==> config.mk <==
export PLATFORM = sky130hd
export DESIGN_NAME = seq_step_controller
export DESIGN_NICKNAME = d
export VERILOG_FILES = /design/src/rtl/seq_step_controller.sv
export SDC_FILE = /design/constraint.sdc
export NUM_CORES = 1
export LEC_CHECK = 0
export CAP_MARGIN = 20
export CORE_ASPECT_RATIO = 0.75
export CORE_MARGIN = 2
export CORE_UTILIZATION = 36
export DETAILED_ROUTE_END_ITERATION = 8
export PLACE_DENSITY = 0.62
export SYNTH_ARGS = -nofsm -noshare
export SYNTH_HDL_FRONTEND = slang
export SYNTH_SLANG_ARGS = --single-unit
==> constraint.sdc <==
create_clock -name clock -period 2.62 [get_ports clock]
set_input_delay 0.524 -clock clock [delete_from_list [all_inputs] [get_ports clock]]
set_output_delay 0.524 -clock clock [all_outputs]
set_load 0.02 [all_outputs]
==> src/rtl/seq_step_controller.sv <==
// -----------------------------------------------------------------------------
// seq_step_controller
//
// Command sequencer for the up/down digit-sequence machine (9-position ring
// plus Blank). Raw pushbuttons are synchronized and edge-detected, an optional
// auto-step timer produces periodic requests, and the two sources are
// arbitrated into clean single-cycle UP/DOWN commands with a hold-off gap
// between consecutive commands. A mirror of the machine position is kept
// locally so the top level can display or check it.
//
// Parameters:
//   SYNC_STAGES  synchronizer flops per raw button (>= 2)
//   TICK_DIV     auto-step period in clock cycles (>= 2)
//   HOLDOFF      idle cycles forced after every issued command (>= 1)
//
// Ports:
//   clock     in   system clock, rising edge
//   reset     in   asynchronous active-low reset
//   btn_up    in   raw up button (asynchronous)
//   btn_down  in   raw down button (asynchronous)
//   auto_en   in   enable periodic auto-stepping (synchronous)
//   auto_dir  in   auto direction, 0 = up, 1 = down (synchronous)
//   up        out  UP command pulse (registered)
//   down      out  DOWN command pulse (registered); up & down = Blank
//   busy      out  controller is in ISSUE or HOLD (registered)
//   pos       out  position mirror: 0..8 ring index, 9 = Blank (registered)
// -----------------------------------------------------------------------------
`default_nettype none

module seq_step_controller #(
    parameter int SYNC_STAGES = 2,
    parameter int TICK_DIV    = 25000000,
    parameter int HOLDOFF     = 4
) (
    input  logic       clock,
    input  logic       reset,
    input  logic       btn_up,
    input  logic       btn_down,
    input  logic       auto_en,
    input  logic       auto_dir,
    output logic       up,
    output logic       down,
    output logic       busy,
    output logic [3:0] pos
);

    localparam int TICK_W = $clog2(TICK_DIV);
    localparam int HOLD_W = $clog2(HOLDOFF + 1);

    // Command encoding is {up, down}; 2'b11 commands Blank.
    localparam logic [1:0] CMD_NONE  = 2'b00;
    localparam logic [1:0] CMD_DOWN  = 2'b01;
    localparam logic [1:0] CMD_UP    = 2'b10;
    localparam logic [1:0] CMD_BLANK = 2'b11;

    localparam logic [3:0] POS_LAST  = 4'd8;
    localparam logic [3:0] POS_BLANK = 4'd9;

    typedef enum logic [1:0] {
        ST_IDLE  = 2'd0,
        ST_ISSUE = 2'd1,
        ST_HOLD  = 2'd2
    } state_t;

    // Position the machine will hold after executing cmd from cur.
    function automatic logic [3:0] next_pos(input logic [3:0] cur, input logic [1:0] cmd);
        logic [3:0] res;
        case (cmd)
            CMD_UP: begin
                if (cur >= POS_LAST) begin
                    res = 4'd0;
                end else begin
                    res = cur + 4'd1;
                end
            end
            CMD_DOWN: begin
                if ((cur == 4'd0) || (cur >= POS_BLANK)) begin
                    res = POS_LAST;
                end else begin
                    res = cur - 4'd1;
                end
            end
            CMD_BLANK: res = POS_BLANK;
            default:   res = cur;
        endcase
        return res;
    endfunction

    // ---------------------------------------------------------------------
    // Declarations
    // ---------------------------------------------------------------------
    logic [SYNC_STAGES-1:0] sync_up_r;
    logic [SYNC_STAGES-1:0] sync_dn_r;
    logic                   last_up_r;
    logic                   last_dn_r;
    logic                   man_up_s;
    logic                   man_dn_s;

    logic [TICK_W-1:0]      tick_cnt_r;
    logic                   tick_hit_s;
    logic                   tick_s;

    logic                   req_man_s;
    logic [1:0]             req_cmd_s;

    logic                   pend_valid_r;
    logic                   pend_man_r;
    logic [1:0]             pend_cmd_r;

    logic                   mrg_valid_s;
    logic                   mrg_man_s;
    logic [1:0]             mrg_cmd_s;

    state_t                 state_r;
    state_t                 state_nxt_s;
    logic [HOLD_W-1:0]      hold_cnt_r;
    logic [HOLD_W-1:0]      hold_nxt_s;
    logic                   issue_go_s;
    logic                   pend_nxt_valid_s;
    logic                   pend_nxt_man_s;
    logic [1:0]             pend_nxt_cmd_s;

    logic                   up_r;
    logic                   down_r;
    logic                   busy_r;
    logic [3:0]             pos_r;

    // ---------------------------------------------------------------------
    // Input conditioning
    // ---------------------------------------------------------------------

    // Button synchronizer chains plus previous value of the last stage.
    always_ff @(posedge clock or negedge reset) begin
        if (!reset) begin
            sync_up_r <= '0;
            sync_dn_r <= '0;
            last_up_r <= 1'b0;
            last_dn_r <= 1'b0;
        end else begin
            sync_up_r <= {sync_up_r[SYNC_STAGES-2:0], btn_up};
            sync_dn_r <= {sync_dn_r[SYNC_STAGES-2:0], btn_down};
            last_up_r <= sync_up_r[SYNC_STAGES-1];
            last_dn_r <= sync_dn_r[SYNC_STAGES-1];
        end
    end

    // Only rising edges are requests; a button held steady never re-requests.
    assign man_up_s = sync_up_r[SYNC_STAGES-1] & ~last_up_r;
    assign man_dn_s = sync_dn_r[SYNC_STAGES-1] & ~last_dn_r;

    // ---------------------------------------------------------------------
    // Auto-step timer
    // ---------------------------------------------------------------------

    assign tick_hit_s = (tick_cnt_r == TICK_W'(TICK_DIV - 1));
    assign tick_s     = auto_en & tick_hit_s;

    // Free-running divider while enabled; held at zero when disabled.
    always_ff @(posedge clock or negedge reset) begin
        if (!reset) begin
            tick_cnt_r <= '0;
        end else if (!auto_en) begin
            tick_cnt_r <= '0;
        end else if (tick_hit_s) begin
            tick_cnt_r <= '0;
        end else begin
            tick_cnt_r <= tick_cnt_r + TICK_W'(1);
        end
    end

    // ---------------------------------------------------------------------
    // Request arbitration
    // ---------------------------------------------------------------------

    // Any manual edge wins over a simultaneous tick, which is then discarded.
    assign req_man_s = man_up_s | man_dn_s;
    assign req_cmd_s = req_man_s ? {man_up_s, man_dn_s}
                                 : (auto_dir ? CMD_DOWN : CMD_UP);

    // Pending entry as it stands after folding in this cycle's request.
    // Manual overwrites anything; auto may only replace an empty or auto entry.
    always_comb begin
        mrg_valid_s = pend_valid_r;
        mrg_man_s   = pend_man_r;
        mrg_cmd_s   = pend_cmd_r;
        if (req_man_s) begin
            mrg_valid_s = 1'b1;
            mrg_man_s   = 1'b1;
            mrg_cmd_s   = req_cmd_s;
        end else if (tick_s && (!pend_valid_r || !pend_man_r)) begin
            mrg_valid_s = 1'b1;
            mrg_man_s   = 1'b0;
            mrg_cmd_s   = req_cmd_s;
        end else begin
            mrg_valid_s = pend_valid_r;
            mrg_man_s   = pend_man_r;
            mrg_cmd_s   = pend_cmd_r;
        end
    end

    // ---------------------------------------------------------------------
    // Control FSM
    // ---------------------------------------------------------------------

    // Next-state logic. The merged entry is consumed whenever ISSUE is
    // entered, so a request arriving in the last HOLD cycle issues directly
    // and the pending slot is always empty while IDLE.
    always_comb begin
        state_nxt_s      = state_r;
        hold_nxt_s       = hold_cnt_r;
        issue_go_s       = 1'b0;
        pend_nxt_valid_s = mrg_valid_s;
        pend_nxt_man_s   = mrg_man_s;
        pend_nxt_cmd_s   = mrg_cmd_s;
        case (state_r)
            ST_IDLE: begin
                if (mrg_valid_s) begin
                    state_nxt_s = ST_ISSUE;
                    issue_go_s  = 1'b1;
                end else begin
                    state_nxt_s = ST_IDLE;
                end
            end
            ST_ISSUE: begin
                state_nxt_s = ST_HOLD;
                hold_nxt_s  = HOLD_W'(HOLDOFF);
            end
            ST_HOLD: begin
                hold_nxt_s = hold_cnt_r - HOLD_W'(1);
                // Counter about to reach zero: this is the last HOLD cycle.
                if (hold_cnt_r == HOLD_W'(1)) begin
                    if (mrg_valid_s) begin
                        state_nxt_s = ST_ISSUE;
                        issue_go_s  = 1'b1;
                    end else begin
                        state_nxt_s = ST_IDLE;
                    end
                end else begin
                    state_nxt_s = ST_HOLD;
                end
            end
            default: begin
                state_nxt_s = ST_IDLE;
                hold_nxt_s  = '0;
            end
        endcase
        if (issue_go_s || (state_r != ST_IDLE && state_r != ST_ISSUE && state_r != ST_HOLD)) begin
            pend_nxt_valid_s = 1'b0;
            pend_nxt_man_s   = 1'b0;
            pend_nxt_cmd_s   = CMD_NONE;
        end else begin
            pend_nxt_valid_s = mrg_valid_s;
            pend_nxt_man_s   = mrg_man_s;
            pend_nxt_cmd_s   = mrg_cmd_s;
        end
    end

    // State, hold counter and pending register.
    always_ff @(posedge clock or negedge reset) begin
        if (!reset) begin
            state_r      <= ST_IDLE;
            hold_cnt_r   <= '0;
            pend_valid_r <= 1'b0;
            pend_man_r   <= 1'b0;
            pend_cmd_r   <= CMD_NONE;
        end else begin
            state_r      <= state_nxt_s;
            hold_cnt_r   <= hold_nxt_s;
            pend_valid_r <= pend_nxt_valid_s;
            pend_man_r   <= pend_nxt_man_s;
            pend_cmd_r   <= pend_nxt_cmd_s;
        end
    end

    // Registered outputs, decoded from the next state so that the command
    // pulse and the position update land on the edge that enters ISSUE.
    always_ff @(posedge clock or negedge reset) begin
        if (!reset) begin
            up_r   <= 1'b0;
            down_r <= 1'b0;
            busy_r <= 1'b0;
            pos_r  <= 4'd0;
        end else begin
            up_r   <= issue_go_s & mrg_cmd_s[1];
            down_r <= issue_go_s & mrg_cmd_s[0];
            busy_r <= (state_nxt_s != ST_IDLE);
            if (issue_go_s) begin
                pos_r <= next_pos(pos_r, mrg_cmd_s);
            end else begin
                pos_r <= pos_r;
            end
        end
    end

    assign up   = up_r;
    assign down = down_r;
    assign busy = busy_r;
    assign pos  = pos_r;

endmodule

`default_nettype wire
==> impl_metrics.json, run 1 <==
{
  "synth_compound_area_frac": 0.110,
  "n_antenna_cell": 0,
  "hold_buffers": 0,
  "row_count": 26,
  "synth_area_leaders": "sky130_fd_sc_hd__dfrtp_1 (48%), sky130_fd_sc_hd__nor2_1 (5.6%), sky130_fd_sc_hd__ha_1 (5.1%)",
  "finClkSkew_ns": 0.00708,
  "drt-wirelength-per-cell_um": 13.4,
  "clkTransAtPathRegs_ns": 0.09,
  "cp.arrival_ns": 2.51,
  "first_pass_iters": 5,
  "viasPerCell": 5.05,
  "powerDensity_nw_per_um2": 805,
  "worst_path_largest_cell_delay_ns": 0.53,
  "numPortBuffers": 12,
  "muxShareOfSynthArea": 0.0172,
  "total_of_flip_flops_plus_latches_after_synthesis": 47,
  "netlist-cell-type-count": 48,
  "setup-tns-final_ns": 0,
  "total_via_count_in_the_routed_design": 1792,
  "worst_r2r_path_depth": 6,
  "postSynth.topFlopCell": "sky130_fd_sc_hd__dfrtp_1",
  "detailed_place.area_um2": 2700,
  "synth-edff-count": 0,
  "h_tree_level_count": 2,
  "place_congestion": 0.851,
  "antenna_violation_net_count_after_detailed_routing": 0,
  "worstReg2RegEnd": "pos[0]$_DFFE_PN0P_",
  "post_synth_instance_area_um2": 2470,
  "gr-total-overflow": 0,
  "first_global_vias": 1653,
  "antenna_violations_before_repair": 0,
  "netlist_instances": 254,
  "holdWs_ns": 0.305,
  "worst_slew_margin_rel": 0.583,
  "maximum_number_of_pins_on_one_net_before_global_route_repair": 48,
  "synth-seq-area-share": 0.475,
  "max_slew_violation_total_from_the_final_report": 0,
  "drc_errors": 0,
  "peak_ir_drop_on_the_vdd_network_mv": 0.286,
  "post_cts.resized_instances": 0,
  "power.leakage_nw": 1.18,
  "cts_setup_buffers": 0,
  "die_y_um": 75.8,
  "timing.final.setup_violations": 0,
  "simple_gate_portion_of_the_synthesized_area": 0.244,
  "postSynth.asyncResetShare": 1.00,
  "worst-slew-pin-transition_ns": 0.625,
  "synth-warning-count": 0,
  "drt-total-wl_um": 4760,
  "slowest_stage": "sky130_fd_sc_hd__or3_4",
  "timing.critical_path.to_type": "flip-flop",
  "design.portCount": 13,
  "reg2reg_from": "tick_cnt_r[8]$_DFF_PN0_",
  "placed_cells_incl_taps": 348,
  "final_min_period_over_clock_period": 0.890,
  "cts.sinks": 47,
  "synth_adder_area_share": 0.0506,
  "hold_violations": 0,
  "core_area_um2": 6730,
  "outcome": "finished, final reports clean",
  "starting_utilization_of_the_core_area": 0.367,
  "tritoncts.num_buffers": 5,
  "most_frequent_cell_after_synthesis": "sky130_fd_sc_hd__dfrtp_1",
  "global_route_wire_length_before_repair_um": 8250,
  "fmaxAchievable_mhz": 429,
  "timing.hold.worst.class": "input pin to asynchronous set/reset pin",
  "critical_path_class": "flip-flop to flip-flop",
  "finish.cell_count_without_fillers": 355,
  "dominant_combinational_cell_family_by_area_after_synthesis": "simple AND/OR/NAND/NOR gates",
  "clockRootBuffer": "sky130_fd_sc_hd__clkbuf_8",
  "setup.reg_to_reg.worst_slack_ns": 0.29,
  "synth_nets": 270,
  "synth_top_area_cell": "sky130_fd_sc_hd__dfrtp_1",
  "fin_util": 0.413,
  "synth_xor_area_frac": 0.0744,
  "nets": 287,
  "worst-path-max-fanout": 11,
  "drt_first_iter_violations": 112,
  "layout_cell_share_with_drive_strength_beyond_1": 0.0996,
  "cts.path.max_buffers": 2,
  "hpwl_um": 3320,
  "rsz0062_at_grt": "false",
  "fin_area_um2": 2780,
  "yosys.area.top_type_share": 0.475,
  "syn_avg_cell_area_um2": 9.74,
  "synthToLayoutAreaGrowth_pct": 12.5,
  "startpoint_type": "flip-flop",
  "cp.required_ns": 2.80,
  "track_usage": 0.140,
  "worst_skew_pair.late_latency_ns": 0.30,
  "number_of_fillers_in_the_final_layout": 665,
  "cp_cell_sequence": "nor4_2, nand4_1, or3_4, mux2i_1, o221a_2, o22ai_1",
  "post_synth_most_frequent_cells": "sky130_fd_sc_hd__dfrtp_1 (47), sky130_fd_sc_hd__nor2_1 (37), sky130_fd_sc_hd__nand2_1 (18)",
  "min_period_ns": 2.33,
  "tritoncts": "built",
  "chipWidth_um": 99.7,
  "maxCapViolCount": 0,
  "fp.dieArea_um2": 7560
}
cell families after synthesis:
group | count (synthesis)
adders and majority gates | 10
muxes | 3
AOI/OAI and AO/OA | 42
and+or+nand+nor | 115
DFF | 47
xor gates and xnor gates | 21
buffers and inverters | 16
cell type report:
cell class	instances	area (um^2)	area share
clock inverter	1	5.00	0.00180
multi-input combinational	191	1230	0.443
tap	84	105	0.0378
clock buffer	6	82.6	0.0297
timing repair buffer	16	145	0.0521
inverter	10	37.5	0.0135
sequential	47	1180	0.422
flip-flops by register name, indices dropped and copies added (netlist names), 2 cells and up:
register	flops
sync_dn_r	2
tick_cnt_r	25
pos	4
hold_cnt_r	3
state_r	2
sync_up_r	2
pend_cmd_r	2
critical path: cells and delay by family, from the launching register on:
kind	cells	cell delay, ns
flops	1	0.44
mux	1	0.38
compound gates	2	0.32
simple gates	3	1.08
power by group:
part,total (mW),internal [mW],switching [mW]
clock,0.448,0.208,0.240
combinational,0.840,0.370,0.470
sequential,0.952,0.841,0.112
cells in the final DEF (no fill, tap or decap), drive strengths merged, types with 2 or more instances in the layout:
master | synthesis | final
dfrtp | 47 | 47
nor2 | 38 | 38
nand2 | 18 | 18
xor2 | 13 | 13
o21ai | 13 | 13
nand3 | 12 | 12
clkdlybuf4s50 | 0 | 11
inv | 10 | 10
a21oi | 10 | 10
ha | 10 | 10
nand4 | 8 | 8
xnor2 | 8 | 8
nand2b | 6 | 6
clkbuf | 3 | 6
or3 | 6 | 6
nor3 | 6 | 6
nor2b | 5 | 5
buf | 3 | 5
and4 | 4 | 4
a21o | 4 | 4
and3 | 3 | 3
mux2i | 3 | 3
a31oi | 3 | 3
o31ai | 3 | 3
or2 | 3 | 3
o22ai | 2 | 2
o211ai | 2 | 2
nor4 | 2 | 2
through the flow:
step	total power, mW	setup slack (ns)
final	2.24	0.289
after global routing	2.42	0.0404
after CTS	2.26	0.277
after detailed placement	1.80	0.217
after global placement	1.79	0.282
after floorplan	1.54	0.699
how the worst max path moves through the flow:
stage	slack (ns)	start	end
finish	0.29	tick_cnt_r[8]$_DFF_PN0_	pos[0]$_DFFE_PN0P_
global route	0.04	tick_cnt_r[8]$_DFF_PN0_	pos[0]$_DFFE_PN0P_
CTS	0.28	tick_cnt_r[8]$_DFF_PN0_	pos[0]$_DFFE_PN0P_
detailed placement	0.22	auto_en	pos[0]$_DFFE_PN0P_
global placement	0.28	auto_en	pos[0]$_DFFE_PN0P_
floorplan	0.70	tick_cnt_r[8]$_DFF_PN0_	pend_cmd_r[1]$_DFF_PN0_
layer usage:
metal  GRT usage  share of wire
met1       0.222           0.55
met2       0.184           0.38
met3      0.0312          0.051
met4      0.0518          0.015
met5           0              0
(Power assumes the default switching activity.)
==> run 2: changes to the inputs <==
--- a/config.mk
+++ b/config.mk
@@ -5,9 +5,7 @@
 export SDC_FILE = /design/constraint.sdc
 export NUM_CORES = 1
 export LEC_CHECK = 0
-export CAP_MARGIN = 20
 export CORE_ASPECT_RATIO = 0.75
-export CORE_MARGIN = 2
 export CORE_UTILIZATION = 36
 export DETAILED_ROUTE_END_ITERATION = 8
 export PLACE_DENSITY = 0.62
==> run 2 against run 1 <==
  * The run now ends with design-rule violations left
  * Sequential power up 0.5%
  * Via count is 2.0% higher
  * Clock power is 6.5% higher
  * Sequential share of layout area decreased by 0.076 points
  * Clock-buffer cell count decreased by 1
  * Final area rose by 0.18%
  * Routed wire length is 2.5% higher
  * Global-route usage rose by 1.2 points
  * Utilization grew 1.7 points
  * Flip-flop and latch count unchanged
  * Worst setup slack better by 0.11 ns
  * Critical path type unchanged
  * Highest routed layer unchanged
==> impl_metrics.json, run 2 (synthesis results as in run 1) <==
{
  "worst_slew_margin_rel": 0.564,
  "cp.buffers_inverters": 0,
  "cp.arrival_ns": 2.41,
  "post_cts.resized_instances": 0,
  "core_area_um2": 6470,
  "setup.reg_to_reg.worst_slack_ns": 0.40,
  "numPortBuffers": 12,
  "synthToLayoutAreaGrowth_pct": 12.7,
  "sw_frac_of_total": 0.381,
  "maximum_number_of_pins_on_one_net_before_global_route_repair": 26,
  "powerDensity_nw_per_um2": 818,
  "hold_violations": 0,
  "row_count": 25,
  "cts.path.max_buffers": 2,
  "power.internal_mw": 1.41,
  "tritoncts": "built",
  "design.portCount": 13,
  "final_min_period_over_clock_period": 0.848,
  "setup-tns-final_ns": 0,
  "cts.sinks": 47,
  "fmaxAchievable_mhz": 450,
  "global_route_wire_length_before_repair_um": 8530,
  "finClkSkew_ns": 0.00841,
  "worst_r2r_path_depth": 6,
  "tritoncts.num_buffers": 5,
  "chipWidth_um": 97.7,
  "power.leakage_nw": 1.18,
  "power_switching_uw": 869,
  "cts_setup_buffers": 0,
  "p_clk_frac": 0.209,
  "worst_path_largest_cell_delay_ns": 0.52,
  "place_congestion": 0.817,
  "worst-slew-pin-transition_ns": 0.652,
  "hpwl_um": 3440,
  "peak_ir_drop_on_the_vdd_network_mv": 0.252,
  "gr-total-overflow": 0,
  "finish.cell_count_without_fillers": 353,
  "slowest_stage": "sky130_fd_sc_hd__or3_4",
  "cpLargestDelayFamily": "simple AND/OR/NAND/NOR gates",
  "hold_buffers": 0,
  "first_pass_iters": 6,
  "drt_first_iter_violations": 51,
  "timing.critical_path.to_type": "flip-flop",
  "fp.dieArea_um2": 7210,
  "worstReg2RegEnd": "pos[0]$_DFFE_PN0P_",
  "nets": 287,
  "sequential_cell_fraction_of_total_power": 0.419,
  "starting_utilization_of_the_core_area": 0.382,
  "die_y_um": 73.8,
  "min_period_ns": 2.22,
  "h_tree_level_count": 2,
  "n_antenna_cell": 0,
  "cp.required_ns": 2.81,
  "reg2reg_from": "tick_cnt_r[8]$_DFF_PN0_",
  "drc_errors": 4,
  "critical_path_class": "flip-flop to flip-flop",
  "worst_skew_pair.late_latency_ns": 0.31,
  "antenna_violations_before_repair": 0,
  "track_usage": 0.153,
  "drt-total-wl_um": 4880,
  "maxCapViolCount": 0,
  "layout_common_cells": "sky130_fd_sc_hd__dfrtp_1 (47), sky130_fd_sc_hd__nor2_1 (37), sky130_fd_sc_hd__nand2_1 (18), sky130_fd_sc_hd__xor2_1 (13), sky130_fd_sc_hd__o21ai_0 (12)",
  "layout_commonest_cell": "sky130_fd_sc_hd__dfrtp_1",
  "timing.hold.worst.class": "input pin to asynchronous set/reset pin",
  "timing.final.setup_violations": 0,
  "failed_checks": "design-rule violations",
  "cp_cell_sequence": "nor4_2, nand4_1, or3_4, mux2i_1, o221a_2, o22ai_1",
  "startpoint_type": "flip-flop",
  "total_via_count_in_the_routed_design": 1828,
  "clockRootBuffer": "sky130_fd_sc_hd__clkbuf_8",
  "first_global_vias": 1738,
  "rsz0062_at_grt": "false",
  "outcome": "finished, violations left",
  "drt-wirelength-per-cell_um": 13.8,
  "layout_cell_share_with_drive_strength_beyond_1": 0.103,
  "power_frac_comb": 0.372,
  "worst-path-max-fanout": 11,
  "max_reg_flops": 25,
  "placed_cells_incl_taps": 345,
  "register_with_the_highest_flop_count": "tick_cnt_r",
  "clkTransAtPathRegs_ns": 0.10,
  "max_slew_violation_total_from_the_final_report": 0,
  "number_of_fillers_in_the_final_layout": 639,
  "antenna_violation_net_count_after_detailed_routing": 0,
  "viasPerCell": 5.18
}
run 2: changes by cell type in the layout (fill, tap and decap cells not counted):
| cell | before | now |
|---|---|---|
| sky130_fd_sc_hd__clkbuf_8 | 6 | 5 |
| sky130_fd_sc_hd__inv_8 | 0 | 1 |
| sky130_fd_sc_hd__clkinvlp_4 | 0 | 1 |
| sky130_fd_sc_hd__inv_6 | 0 | 1 |
| sky130_fd_sc_hd__clkinv_2 | 1 | 0 |
run 2: worst max path at each step:
stage                                        from                      end  slack (ns)  depth (start not counted)
after floorplan           tick_cnt_r[8]$_DFF_PN0_  pend_cmd_r[1]$_DFF_PN0_        0.70                          7
after global placement                    auto_en       pos[0]$_DFFE_PN0P_        0.32                          6
after detailed placement                  auto_en       pos[0]$_DFFE_PN0P_        0.30                          6
after CTS                 tick_cnt_r[8]$_DFF_PN0_       pos[0]$_DFFE_PN0P_        0.40                          6
after global routing      tick_cnt_r[8]$_DFF_PN0_       pos[0]$_DFFE_PN0P_        0.25                          6
final                     tick_cnt_r[8]$_DFF_PN0_       pos[0]$_DFFE_PN0P_        0.40                          6
run 2: stage by stage:
step	hold WS (ns)	util	power (mW)	setup WS [ns]	area, um^2
after floorplan	0.228	-	1.54	0.699	2470
after global placement	0.334	0.416	1.80	0.321	2690
after detailed placement	0.335	0.416	1.81	0.304	2690
after CTS	0.140	0.431	2.30	0.403	2790
after global routing	0.149	0.431	2.46	0.246	2790
final	0.140	0.431	2.28	0.397	2790
run 2: layout make-up:
| type | count | area (um^2) | area share |
|---|---|---|---|
| clock inverter | 3 | 27.5 | 0.00987 |
| multi-input combinational | 191 | 1230 | 0.442 |
| timing repair buffer | 16 | 145 | 0.0520 |
| inverter | 10 | 37.5 | 0.0135 |
| sequential | 47 | 1180 | 0.422 |
| clock buffer | 5 | 68.8 | 0.0247 |
| tap | 81 | 101 | 0.0363 |
run 2: power by group through the flow:
| stage | registers (mW) | clock network, mW | logic, mW |
|---|---|---|---|
| final | 0.957 | 0.477 | 0.848 |
| after CTS | 0.956 | 0.492 | 0.853 |
| after global placement | 0.967 | 0 | 0.835 |
| after floorplan | 0.997 | 0 | 0.539 |
| after detailed placement | 0.969 | 0 | 0.843 |
| after global routing | 0.981 | 0.519 | 0.954 |
run 2: layer usage:
| layer | GRT usage | share of wire |
|---|---|---|
| met5 | 0 | 0 |
| met4 | 0.0455 | 0.0090 |
| met3 | 0.0352 | 0.029 |
| met2 | 0.207 | 0.40 |
| met1 | 0.236 | 0.56 |
run 2: worst reg2reg max path, delay by kind of cell (launching register included):
family / cells / cell delay [ns]
AO/OA/AOI/OAI: 2 / 0.31
flip-flops: 1 / 0.44
multiplexers: 1 / 0.31
AND/OR/NAND/NOR: 3 / 1.04
